==> config.mk <==
export PLATFORM = sky130hd
export DESIGN_NAME = hazard_ctrl
export DESIGN_NICKNAME = d
export VERILOG_FILES = /design/src/rtl/hazard_ctrl.sv
export SDC_FILE = /design/constraint.sdc
export NUM_CORES = 1
export LEC_CHECK = 0
export CAP_MARGIN = 0
export CORE_UTILIZATION = 39
export CTS_CLUSTER_SIZE = 25
export DETAILED_ROUTE_END_ITERATION = 8
export GPL_ROUTABILITY_DRIVEN = 0
export GPL_TIMING_DRIVEN = 1
export PLACE_DENSITY = 0.83
export SYNTH_ARGS = -nofsm -noshare
export SYNTH_HDL_FRONTEND = slang
export SYNTH_SLANG_ARGS = --single-unit
==> constraint.sdc <==
create_clock -name CLK -period 1.81 [get_ports CLK]
set_input_delay 0.2715 -clock CLK [delete_from_list [all_inputs] [get_ports CLK]]
set_output_delay 0.2715 -clock CLK [all_outputs]
set_load 0.02 [all_outputs]
==> src/rtl/hazard_ctrl.sv <==
// Pipeline hazard controller for the 5-stage MIPS core: PC enable plus enable/flush for the
// FD, DE, EM and MW latches, with load-use stall, halt drain, sticky halt and a stall counter.
module hazard_ctrl #(
  parameter int LU_BUBBLES   = 1,
  parameter int DRAIN_CYCLES = 2,
  parameter int CNT_W        = 16
) (
  input  logic             CLK,
  input  logic             nRST,
  input  logic             ihit,
  input  logic             dreq,
  input  logic             dhit,
  input  logic             ex_memread,
  input  logic [4:0]       ex_rd,
  input  logic [4:0]       id_rs,
  input  logic [4:0]       id_rt,
  input  logic             id_use_rs,
  input  logic             id_use_rt,
  input  logic             jump,
  input  logic             mispredict,
  input  logic             halt_mem,
  output logic             pc_en,
  output logic [3:0]       en,
  output logic [3:0]       flush,
  output logic             halted,
  output logic [CNT_W-1:0] stall_cnt,
  output logic [1:0]       dbg_state
);

  typedef enum logic [1:0] {
    RUN     = 2'd0,
    LUSTALL = 2'd1,
    DRAIN   = 2'd2,
    HALTED  = 2'd3
  } state_t;

  localparam logic [2:0]       LU_INIT    = 3'((LU_BUBBLES > 1) ? (LU_BUBBLES - 2) : 0);
  localparam logic [2:0]       DRAIN_INIT = 3'(DRAIN_CYCLES - 1);
  localparam logic [CNT_W-1:0] CNT_MAX    = '1;

  state_t     state, state_n;
  logic [2:0] cnt, cnt_n;
  logic       lu;
  logic       dstall;
  logic       count_stall;

  assign lu = ex_memread && (ex_rd != 5'd0) &&
              ((id_use_rs && (id_rs == ex_rd)) || (id_use_rt && (id_rt == ex_rd)));

  // dreq/dhit: a data access is outstanding while dreq=1 and dhit=0; everything freezes until dhit.
  assign dstall = dreq && !dhit;

  assign dbg_state = state;

  always_comb begin
    state_n = state;
    cnt_n   = cnt;
    pc_en   = 1'b1;
    en      = 4'b1111;
    flush   = 4'b0000;
    halted  = 1'b0;
    if (!nRST) begin
      pc_en = 1'b0;
      en    = 4'b0000;
    end else if (state == HALTED) begin
      pc_en  = 1'b0;
      en     = 4'b0000;
      halted = 1'b1;
    end else if (dstall) begin
      pc_en = 1'b0;
      en    = 4'b0000;
    end else if (state == DRAIN) begin
      pc_en = 1'b0;
      flush = 4'b0011;
      if (cnt == 3'd0) state_n = HALTED;
      else             cnt_n   = cnt - 3'd1;
    end else if (halt_mem) begin
      pc_en   = 1'b0;
      flush   = 4'b0011;
      state_n = DRAIN;
      cnt_n   = DRAIN_INIT;
    end else if (mispredict) begin
      flush   = 4'b0011;
      state_n = RUN;
      cnt_n   = 3'd0;
    end else if (jump) begin
      flush   = 4'b0001;
      state_n = RUN;
      cnt_n   = 3'd0;
    end else if (lu || (state == LUSTALL)) begin
      // Hold FD and the PC, push a bubble into DE so the load can reach MEM.
      pc_en = 1'b0;
      en    = 4'b1110;
      flush = 4'b0010;
      if (state == RUN) begin
        if (LU_BUBBLES > 1) begin
          state_n = LUSTALL;
          cnt_n   = LU_INIT;
        end
      end else if (cnt == 3'd0) begin
        state_n = RUN;
      end else begin
        cnt_n = cnt - 3'd1;
      end
    end else if (!ihit) begin
      pc_en = 1'b0;
      flush = 4'b0001;
    end
    count_stall = !pc_en && ((state == RUN) || (state == LUSTALL));
  end

  always_ff @(posedge CLK or negedge nRST) begin
    if (!nRST) begin
      state <= RUN;
      cnt   <= 3'd0;
    end else begin
      state <= state_n;
      cnt   <= cnt_n;
    end
  end

  always_ff @(posedge CLK or negedge nRST) begin
    if (!nRST)                                     stall_cnt <= '0;
    else if (count_stall && (stall_cnt != CNT_MAX)) stall_cnt <= stall_cnt + 1'b1;
  end

endmodule

* Word level (Yosys, flattened, before mapping)
Cells that the tools add are included.
** Word-level totals
- Output and inout bits :: 28
- Flip-flop bits (word level) :: 21
- Word-level logic and storage cells :: 77
** Operators by class
- Bitwise logic cells :: 2
- Equality and inequality tests :: 8
- Reduce and logical (&&, ||, !) cells :: 19
- Mux-type cells :: 43
- Add/subtract/negate cells :: 2
** Operators by type and width (count)
- $mux W2 :: 15
- $mux W3 :: 7
- $mux W1 :: 17
- $add A16 B1 Y16 const B :: 1
- $mux W4 :: 4
- $ne A16 B16 Y1 const B :: 1
- $eq A5 B5 Y1 :: 2
- $reduce_bool A5 Y1 :: 2
- $logic_and A1 B1 Y1 :: 7
- $reduce_and A7 Y1 :: 1
- $ne A5 B5 Y1 const B :: 1
- $reduce_and A5 Y1 :: 1
- $eq A2 B2 Y1 const B :: 2
- $reduce_bool A4 Y1 :: 1
- $logic_not A3 Y1 :: 1
- $logic_or A1 B1 Y1 :: 3
- $sub A3 B1 Y3 const B :: 1
- $eq A2 B1 Y1 const B :: 1
- $logic_not A1 Y1 :: 2
- $logic_not A2 Y1 :: 1
- $ne A2 B1 Y1 const B :: 1
- $not A1 Y1 :: 2

* Depth between registers and ports, before layout
- Word-level depth :: 16
- Mapped depth :: 8
- Gate-level depth less buffers :: 8

* Least setup slack after synthesis
No wires, ideal clock.
- Path kind :: reg2reg
- From :: register stall_cnt[0]
- To :: register stall_cnt[7]
- Arrival :: 1.834 ns
- Clock period less this slack :: 1.963 ns
- Cell stages (with the launch flop) :: 8
- Setup slack :: -0.153 ns
- Buffers on the path :: 0
- Cells stage by stage :: dfrtp_1 > ha_1 > nand3_1 > nor4_1 > nor2_1 > nand2_2 > or4_1 > xnor2_1
** Between the ends
- Longest elaborated chain between the ends :: 2
- Elaborated cells between the ends (all ways) :: 3
- Those cells by class :: 1 x add/sub; 1 x eq/ne; 1 x reduce/logical
** RTL lines
- from (decl) :: RTL line 26 : output logic [CNT_W-1:0] stall_cnt,
- from (signal assigned) :: RTL line 124 : else if (count_stall && (stall_cnt != CNT_MAX)) stall_cnt <= stall_cnt + 1'b1;
- branches (longest 2 deep; another with $add A16 B1 Y16)
Parallel ways; which one is timed is not known.
A chain may end at the register's enable or synchronous reset.

* Worst setup path in the final report
- From :: register state[1] (netlist: dbg_state[1])
- To :: register stall_cnt[10]
** Between the ends
- Longest elaborated chain between the ends :: 13
- Elaborated cells between the ends (all ways) :: 17
- Those cells by class :: 3 x eq/ne; 8 x mux; 6 x reduce/logical
** RTL lines
- from (decl) :: RTL line 41 : state_t state, state_n;
- from (signal assigned) :: RTL line 117 : state <= state_n;
- $eq A2 B1 Y1 :: RTL line 90, 109
- $logic_or A1 B1 Y1 :: RTL line 90 : end else if (lu || (state == LUSTALL)) begin
- $mux W1 :: RTL line 90
- $mux W1 :: RTL line 86 : end else if (jump) begin
- $mux W1 :: RTL line 82 : end else if (mispredict) begin
- $mux W1 :: RTL line 77 : end else if (halt_mem) begin
- $mux W1 :: RTL line 72 : end else if (state == DRAIN) begin
- $mux W1 :: RTL line 69 : end else if (dstall) begin
- $mux W1 :: RTL line 65 : end else if (state == HALTED) begin
- $mux W1 :: RTL line 62 : if (!nRST) begin
- $logic_not A1 Y1 :: RTL line 109 : count_stall = !pc_en && ((state == RUN) || (state == LUSTALL));
- $logic_and A1 B1 Y1 * :: RTL line 109
- $logic_and A1 B1 Y1 * :: RTL line 124
Every way passes the cells marked *; elsewhere a longest branch is shown, timed or not.

==> reports/metrics.csv <==
metric,value,unit
outcome,finished with violations,
violated checks,negative setup slack,
most common cell in the netlist,sky130_fd_sc_hd__dfrtp_1,
dominant register cell in the synthesized netlist,sky130_fd_sc_hd__dfrtp_1,
placed wire-length estimate after detailed placement,3190,µm
maximum clock path buffer count,2,
IO Count,54,
path type of the worst setup path,register to register,
Synth top cells by count,"sky130_fd_sc_hd__dfrtp_1, sky130_fd_sc_hd__xnor2_1, sky130_fd_sc_hd__nor2_1",
largest net degree at the start of global routing,14,
total DRC errors in the routed layout,0,
post-layout minimum cycle time,2.06,ns
vias in the first global route,1559,
pre-CTS setup slack,-0.849,ns
"flops & latches, synth",21,
CP Capture Type,register,
fmax,485,MHz
area occupied by registers,533,µm²
post-route worst setup slack,-0.250,ns
Syn Area/Cell,8.92,µm²
library cells used by synthesis,37,
Antenna Violating Nets Remaining,0,
synthesized netlist cell count,154,
Initial Util,40.8,%
fill cell total of the finished layout,211,
total number of nets in the final design,303,
routed vias,1680,
setup repair after global routing missed its margin,true,
total power per unit cell area,770,nW/µm²
initial drt markers,90,
final routed wire length divided by cell count,17.5,µm
Layout Utilization,81.0,%
sequential element share of the synthesized area,38.3,%
final worst-path cycle share,114,%
type of the worst min-delay path,input pin to asynchronous set/reset pin,
Gate power share,56.9,%
async set-or-reset flop fraction in the synthesized netlist,100,%
detailed-route wire length,5570,µm
setup-violating endpoint count in the final report,22,
Worst setup SP type,register,
arrival time worst endpoint,2.31,ns
Netlist Area Pre-Place,1370,µm²
horizontal die dimension,61.4,µm
max cap viols,0,
number of H-tree levels,1,
post-synth top area cell,sky130_fd_sc_hd__dfrtp_1,
top cells by area in the synthesized netlist,"sky130_fd_sc_hd__dfrtp_1, sky130_fd_sc_hd__xnor2_1, sky130_fd_sc_hd__nand4_1",
number of enable-type register cells in the synthesized netlist,0,
global-route usage over all layers,25.1,%
Rows,21,
Die Ht,61.4,µm
number of antenna violations at the first check in global routing,0,
ratio of cells with drive above 1 in the final layout,49.5,%
Max Transition Viols Final,0,
final hold violation count,0,
Die Footprint,3760,µm²
fraction of power spent switching nets,40.2,%
LEAKAGE,1.26,nW
Syn-to-layout area delta,98.3,%
antenna cells,0,
Multi-input gate area,1040,µm²
first-pass GRT wire length,6910,µm
total CTS buffers,3,
Fin Clk Skew,0.0214,ns
clock-pin slew of the registers on the worst-case setup and hold paths,0.14,ns
yosys synthesis warning count,0,
router iterations before antenna repair,6,
Peak supply drop,0.686,mV
clock tree sinks,21,
vias per cell,5.27,
area share of the largest cell type after synthesis,38.3,%
clock latency reported for the late side of the worst-skew pair,0.32,ns
critical path required time,2.06,ns
grt ovf,0,
number of port buffers,51,
internal power of the cells,1.26,mW
clock network fraction of design power,11.5,%
largest fanout of any net on the critical path,5,
part of the power in registers,31.6,%
area of the core,3360,µm²
CTS root buf,sky130_fd_sc_hd__clkbuf_4,
switching power summed over all nets,0.843,mW
CTS tree,yes,
## layer usage
| layer | global-route usage [%] | part of all wire, % |
|---|---|---|
| met5 | 0 | 0 |
| met1 | 30.2 | 40 |
| met2 | 45.3 | 54 |
| met3 | 5.04 | 3.8 |
| met4 | 6.98 | 2.2 |
## flip-flops by register name, summed over array words and instances, names as in the netlist
| register | cells |
|---|---|
| cnt | 3 |
| dbg_state | 2 |
| stall_cnt | 16 |
## through the flow
step / hold slack (ns) / power (mW) / cells / TNS, ns / cell area [µm²]
final: 0.0843 / 2.10 / 319 / -3.02 / 2720
after global routing: 0.0794 / 2.23 / 319 / -4.46 / 2720
after CTS: 0.0773 / 1.91 / 310 / -1.15 / 2480
after detailed placement: 0.545 / 1.66 / 300 / -15.32 / 2340
after global placement: 0.499 / 1.61 / 300 / -14.72 / 2340
after floorplan: -0.0241 / 1.12 / 155 / -0.105 / 1390
## final timing paths
path                                          start                        end  slack [ns]  cells after the start
max                        dbg_state[1]$_DFFE_PN0P_  stall_cnt[10]$_DFFE_PN0P_       -0.25                     10
min                                            nRST   dbg_state[1]$_DFFE_PN0P_        0.08                      2
max reg2reg                dbg_state[1]$_DFFE_PN0P_  stall_cnt[10]$_DFFE_PN0P_       -0.25                     10
min reg2reg                      cnt[1]$_DFFE_PN0P_         cnt[1]$_DFFE_PN0P_        0.56                      2
max in group asynchronous                      nRST   stall_cnt[4]$_DFFE_PN0P_        1.51                      2
min in group CLK                           halt_mem   dbg_state[1]$_DFFE_PN0P_        0.55                      3
## worst max-delay path: stages (launching register included)
cell and delay [ns]:
sky130_fd_sc_hd__dfrtp_2 0.47, sky130_fd_sc_hd__buf_6 0.13, sky130_fd_sc_hd__nor2_4 0.10, sky130_fd_sc_hd__nand3b_1 0.18
sky130_fd_sc_hd__a211o_1 0.32, sky130_fd_sc_hd__buf_6 0.14, sky130_fd_sc_hd__buf_6 0.12, sky130_fd_sc_hd__and2_4 0.15
sky130_fd_sc_hd__buf_12 0.14, sky130_fd_sc_hd__nand4_1 0.10, sky130_fd_sc_hd__xnor2_1 0.14
## layout make-up
type,count,share of cell area (%)
Clock buffer,3,0.827
Clock inverter,1,0.184
Inverter,5,0.781
Multi-Input combinational cell,124,38.1
Sequential cell,21,19.6
Tap cell,46,2.11
Timing Repair Buffer,119,38.4
## cell usage in the layout, fill, tap and decap left out, types with 6 or more instances in the layout
cell type / netlist / final
sky130_fd_sc_hd__buf_4: 4 / 59
sky130_fd_sc_hd__clkdlybuf4s50_1: 0 / 24
sky130_fd_sc_hd__xnor2_1: 20 / 17
sky130_fd_sc_hd__buf_6: 0 / 16
sky130_fd_sc_hd__dfrtp_1: 21 / 15
sky130_fd_sc_hd__dlygate4sd2_1: 0 / 12
sky130_fd_sc_hd__nand4_1: 9 / 9
sky130_fd_sc_hd__nor2_1: 14 / 8
sky130_fd_sc_hd__nand2_1: 11 / 7
sky130_fd_sc_hd__dfrtp_2: 0 / 6
## power groups by stage
stage / clock network, mW / registers (mW) / logic (mW)
5_1_grt: 0.269 / 0.672 / 1.29
3_3_place_gp: 0 / 0.626 / 0.988
2_1_floorplan: 0 / 0.734 / 0.389
4_1_cts: 0.227 / 0.643 / 1.04
3_5_place_dp: 0 / 0.636 / 1.02
6_report: 0.241 / 0.663 / 1.19
## cell families after synthesis
family,share of synthesized area [%]
AOI/OAI and AO/OA,7.74
adders and majority gates,2.73
muxes,1.91
buffers and inverters,3.83
xor gates and xnor gates,15.9
DFF,38.3
other,0.273
and+or+nand+nor,29.3
## timing repair
action | CTS | global route
hold endpoints to repair | 0 | 0
hold buffers | 0 | 0
endpoints found under the setup margin | 26 | 30
pin swaps | 32 | 22
resized for setup | 99 | 44
buffers inserted | 6 | 11
(Power assumes the default switching activity.)
==> variant 1 (same flow settings) <==
`CNT_W`: 16 -> 18.
--- a/src/rtl/hazard_ctrl.sv
+++ b/src/rtl/hazard_ctrl.sv
@@ -3,7 +3,7 @@
 module hazard_ctrl #(
   parameter int LU_BUBBLES   = 1,
   parameter int DRAIN_CYCLES = 2,
-  parameter int CNT_W        = 16
+  parameter int CNT_W        = 18
 ) (
   input  logic             CLK,
   input  logic             nRST,
Ports: changed (resized stall_cnt); port bits go from 54 to 56. The function was not compared with the original's and may differ.
==> variant 1 against the unedited design <==
  * The run still ends with negative setup slack left
  * Wire length fell by 26%
  * Maximum frequency rose by 6.4%
  * Die area up 2.9%
  * Sequential cell count up 2
  * Combinational power decreased by 20%
  * Area after synthesis grew 3.0%
  * Total power decreased by 11%
  * Highest routed layer unchanged
  * Setup slack improved by 0.12 ns
  * Final area shrank 10%
  * Sequential share of layout area is 4.1 points higher
==> variant 1: results (changes against the unedited design) <==
status - finished, violations left
violated checks - negative setup slack
nets - 285 (-5.9%)
DP Area - 0.00236 mm² (+1.0%)
mux cell area share after synthesis - 0 (-0.0191)
crit path max fanout - 3 (-2)
n_diodes - 0 (unchanged)
critical path's top delay family - simple AND/OR/NAND/NOR gates
met3 Usage GRT - 0.0441 (-0.00630)
largest net degree at the start of global routing - 23 (+9)
Register-to-Register Setup Slack - -0.02 ns (+0.23 ns)
PortBufs - 53 (+3.9%)
DR WL met2 - 2120 µm (-29%)
Worst Reg2Reg Path Length in Cells - 6 (-4)
XOR/XNOR Fraction of Synth Area - 0.167 (+0.00773)
Worst VDD drop - 0.000659 V (-3.8%)
initial DRC count - 34 (-62%)
crit path to - flush[1]
Post-synth ARST share - 1.00 (unchanged)
Arrival @ worst endpoint - 1.66 ns (-0.65 ns)
Power Total - 1.87 mW (-11%)
P_leak - 1.12 nW (-11%)
adder-cell share of the synthesized area - 0.0265 (-0.000797)
DR top layer - met4
Max Cap Violations - 0 (unchanged)
Critical Path Start - ex_rd[3]
synth top area cells - dfrtp_1 41%, xnor2_1 13%, nand4_1 5.3%, xor2_1 3.7%, o21ai_0 3.5%
r2r startpoint - stall_cnt[11]
WHS - 0.268 ns (+0.183 ns)
net switching power - 697 µW (-17%)
reg-to-reg endpoint - stall_cnt[11]
DR WL met3 - 144 µm (-32%)
met1 usage - 0.277 (-0.0249)
root buf cell - clkbuf_4
seq pwr - 666 µW
Synth Area in Compound Gates - 0.108 (+0.0305)
count of final setup violators - 5 (-77%)
drt first pass iters - 4 (-2)
top cells by count, synth - 23 x dfrtp_1, 21 x xnor2_1, 13 x nor2_1
P_comb - 956 µW (-20%)
max reg flops - 18 (+2)
Yosys cell types - 34 (-8.1%)
met1 WL - 1840 µm (-18%)
met2 Usage GRT - 0.393 (-0.0606)
HPWL Detailed - 3150 µm (-1.3%)
clock slew at reported path FFs - 0.13 ns
WL final - 4140 µm (-26%)
share of cells above drive strength 1 - 0.345 (-0.149)
GRT Total Usage - 0.219 (-0.0317)
slowest stage delay, CP - 0.52 ns (+0.05 ns)
fin worst setup slack - -0.126 ns (+0.125 ns)
slowest CP cell - or4_4
sequential-to-total area share from yosys stat - 0.407 (+0.0242)
clk_skew - 0.00609 ns (-0.0153 ns)
first-pass GRT wire length - 6900 µm (-0.19%)
Via Count - 1500 (-11%)
-- variant 1: cell types whose count changed after synthesis, sizes merged, moves of 3 or more --
cell,unedited run,this run
o21ai,7,10
nand3,8,5
or3,4,0
nand4,9,12
-- variant 1: stage by stage --
stage	TNS, ns	setup slack, ns	std cells
floorplan	-0.314	-0.0348	157
global placement	-16.70	-0.989	296
detailed placement	-17.93	-1.04	296
CTS	-0.473	-0.120	301
global route	-1.71	-0.197	301
finish	-0.460	-0.126	301
-- variant 1: area by class of cell --
class | count | area (µm²)
repair buffers | 99 | 858
well taps | 46 | 57.6
multi-input cells | 122 | 896
clock buffers | 4 | 26.3
fillers | 251 | 972
flip-flops and latches | 23 | 579
inverters | 7 | 26.3
-- variant 1: timing repair --
action	in CTS	in global routing
pin swaps	18	9
resized for setup	58	15
endpoints found under the setup margin	26	27
setup buffers	1	0
==> variant 2 (same settings) <==
Without the edit above. Make the reset (`nRST`) synchronous in 2 clocked blocks.
--- a/src/rtl/hazard_ctrl.sv
+++ b/src/rtl/hazard_ctrl.sv
@@ -109,7 +109,7 @@
     count_stall = !pc_en && ((state == RUN) || (state == LUSTALL));
   end
 
-  always_ff @(posedge CLK or negedge nRST) begin
+  always_ff @(posedge CLK) begin
     if (!nRST) begin
       state <= RUN;
       cnt   <= 3'd0;
@@ -119,7 +119,7 @@
     end
   end
 
-  always_ff @(posedge CLK or negedge nRST) begin
+  always_ff @(posedge CLK) begin
     if (!nRST)                                     stall_cnt <= '0;
     else if (count_stall && (stall_cnt != CNT_MAX)) stall_cnt <= stall_cnt + 1'b1;
   end
Formal check against the unedited RTL: differs if nRST is asserted again (counterexample within 4 cycles, from zero or initial values and one cycle with nRST low); with nRST held inactive, the same outputs for 10 cycles.
==> variant 2 against the unedited design <==
  * The flow still finishes with violations (negative setup slack)
  * Core utilization is 7.3 points lower
  * Area after synthesis increased by 4.9%
  * Via count rose by 11%
  * Setup slack better by 0.19 ns
  * Register-to-register slack gained 0.21 ns
  * Wire length shrank 4.2%
  * Final area is 6.9% lower
  * Synthesized cell count increased by 27%
  * Sequential cell count unchanged
  * Sequential share of layout area fell by 2.8 points
  * Non-clock buffer count decreased by 18
  * Critical path type is now in -> out
Power is not compared: it rests on default switching activity, and its combinational part moved more than twofold at a synthesized area within 25%.
==> variant 2: results (changes against the unedited design) <==
nets - 318 (+5.0%)
fin worst setup slack - -0.0564 ns (+0.194 ns)
first-pass GRT wire length - 7670 µm (+11%)
number of fill cells in the layout - 256 (+21%)
Seq/total area - 0.168 (-0.0279)
DP Area - 0.00226 mm² (-3.3%)
setup_tns - -0.143 ns (+2.88 ns)
largest net degree at the start of global routing - 29 (+15)
Worst Reg2Reg Path Length in Cells - 9 (-1)
Area Overhead vs Synth - 76.0%
Critical Path Start - ex_rd[2]
root buf cell - clkbuf_8
reg-to-reg endpoint - stall_cnt[2]
vias in the first global route - 1731 (+11%)
HP Class - reg -> reg
# resized after CTS - 121 (+22%)
status - finished, violations left
crit path to - flush[1]
count of final setup violators - 4 (-82%)
Std-Cell Core Area - 0.00344 mm² (+2.3%)
Synth Area in Compound Gates - 0.192 (+0.114)
slowest CP cell - a2111oi_2
violated checks - negative setup slack
Hold Path End - cnt[1]
initial DRC count - 132 (+47%)
Sw Share - 0.317
Signal inverters - 9 (+4)
Register-to-Register Setup Slack - -0.04 ns (+0.21 ns)
comb_multi_in - 153 (+23%)
Yosys cell types - 38 (+2.7%)
Skew-Pair Late Insertion Delay - 0.26 ns (-0.06 ns)
r2r startpoint - dbg_state[1]
CTS Buf Count - 3 (unchanged)
seq pwr - 498 µW
area used by multi-input combinational logic - 0.00111 mm² (+7.3%)
GRT Total Usage - 0.238 (-0.0123)
clk_skew - 0.00274 ns (-0.0187 ns)
Arrival @ worst endpoint - 1.59 ns (-0.72 ns)
mux cell area share after synthesis - 0.0208 (+0.00171)
clock slew at reported path FFs - 0.08 ns (-0.06 ns)
adder-cell share of the synthesized area - 0.0260 (-0.00128)
dominant class by area - multi-input gates
Signal buf overhead - 0.338 (-0.0456)
share of cells above drive strength 1 - 0.406 (-0.0883)
crit path max fanout - 3 (-2)
ClkCell Share - 0.0183 (+0.00815)
GRT Residual Overflow - 0 (unchanged)
vias per cell - 5.60 (+6.3%)
critical path's top delay family - compound AO/OA/AOI/OAI gates
WL final - 5330 µm (-4.2%)
drt first pass iters - 4 (-2)
post-CTS setup buffers - 1 (-5)
non-clock buffer count - 101 (-15%)
XOR/XNOR Fraction of Synth Area - 0.0608 (-0.0986)
Main synth FF type - dfxtp_1
synth top area cells - dfxtp_1 29%, a21oi_1 7.3%, xnor2_1 6.1%, nand4_1 5.6%, or3_1 5.6%
HPWL Detailed - 3190 µm (-0.21%)
top cells by count, synth - 21 x a21oi_1, 21 x dfxtp_1, 18 x nor2_1
Post-synth ARST share - 0 (-1.00)
sequential-to-total area share from yosys stat - 0.292 (-0.0908)
==> variant 2: logic make-up (layout without fill, tap and decap cells) <==
family	Yosys count	after routing
other	1	2
muxes	3	3
buffers and inverters	22	114
DFF	21	21
and+or+nand+nor	87	87
adders and majority gates	3	3
xor gates and xnor gates	10	10
AOI/OAI and AO/OA	48	48
==> variant 2: tightest hold or removal path, stage by stage, from the launching register on <==
cell	delay [ns]
dfxtp_1	0.32
o21ai_0	0.07
a21oi_1	0.06
==> variant 2: metrics by stage <==
stage	hold slack, ns	worst slack, ns	instances
global placement	0.461	-0.857	323
floorplan	0.411	0.0105	196
finish	0.487	-0.0564	334
detailed placement	0.478	-0.940	323
global route	0.546	-0.0910	334
CTS	0.491	-0.0195	328
==> variant 2: layer usage <==
metal	GRT usage	vias up	routed length, µm
met3	0.0347	10	251
met5	0	-	0
met4	0.0959	0	130
met1	0.279	895	2070
li1	-	885	-
met2	0.431	80	2880
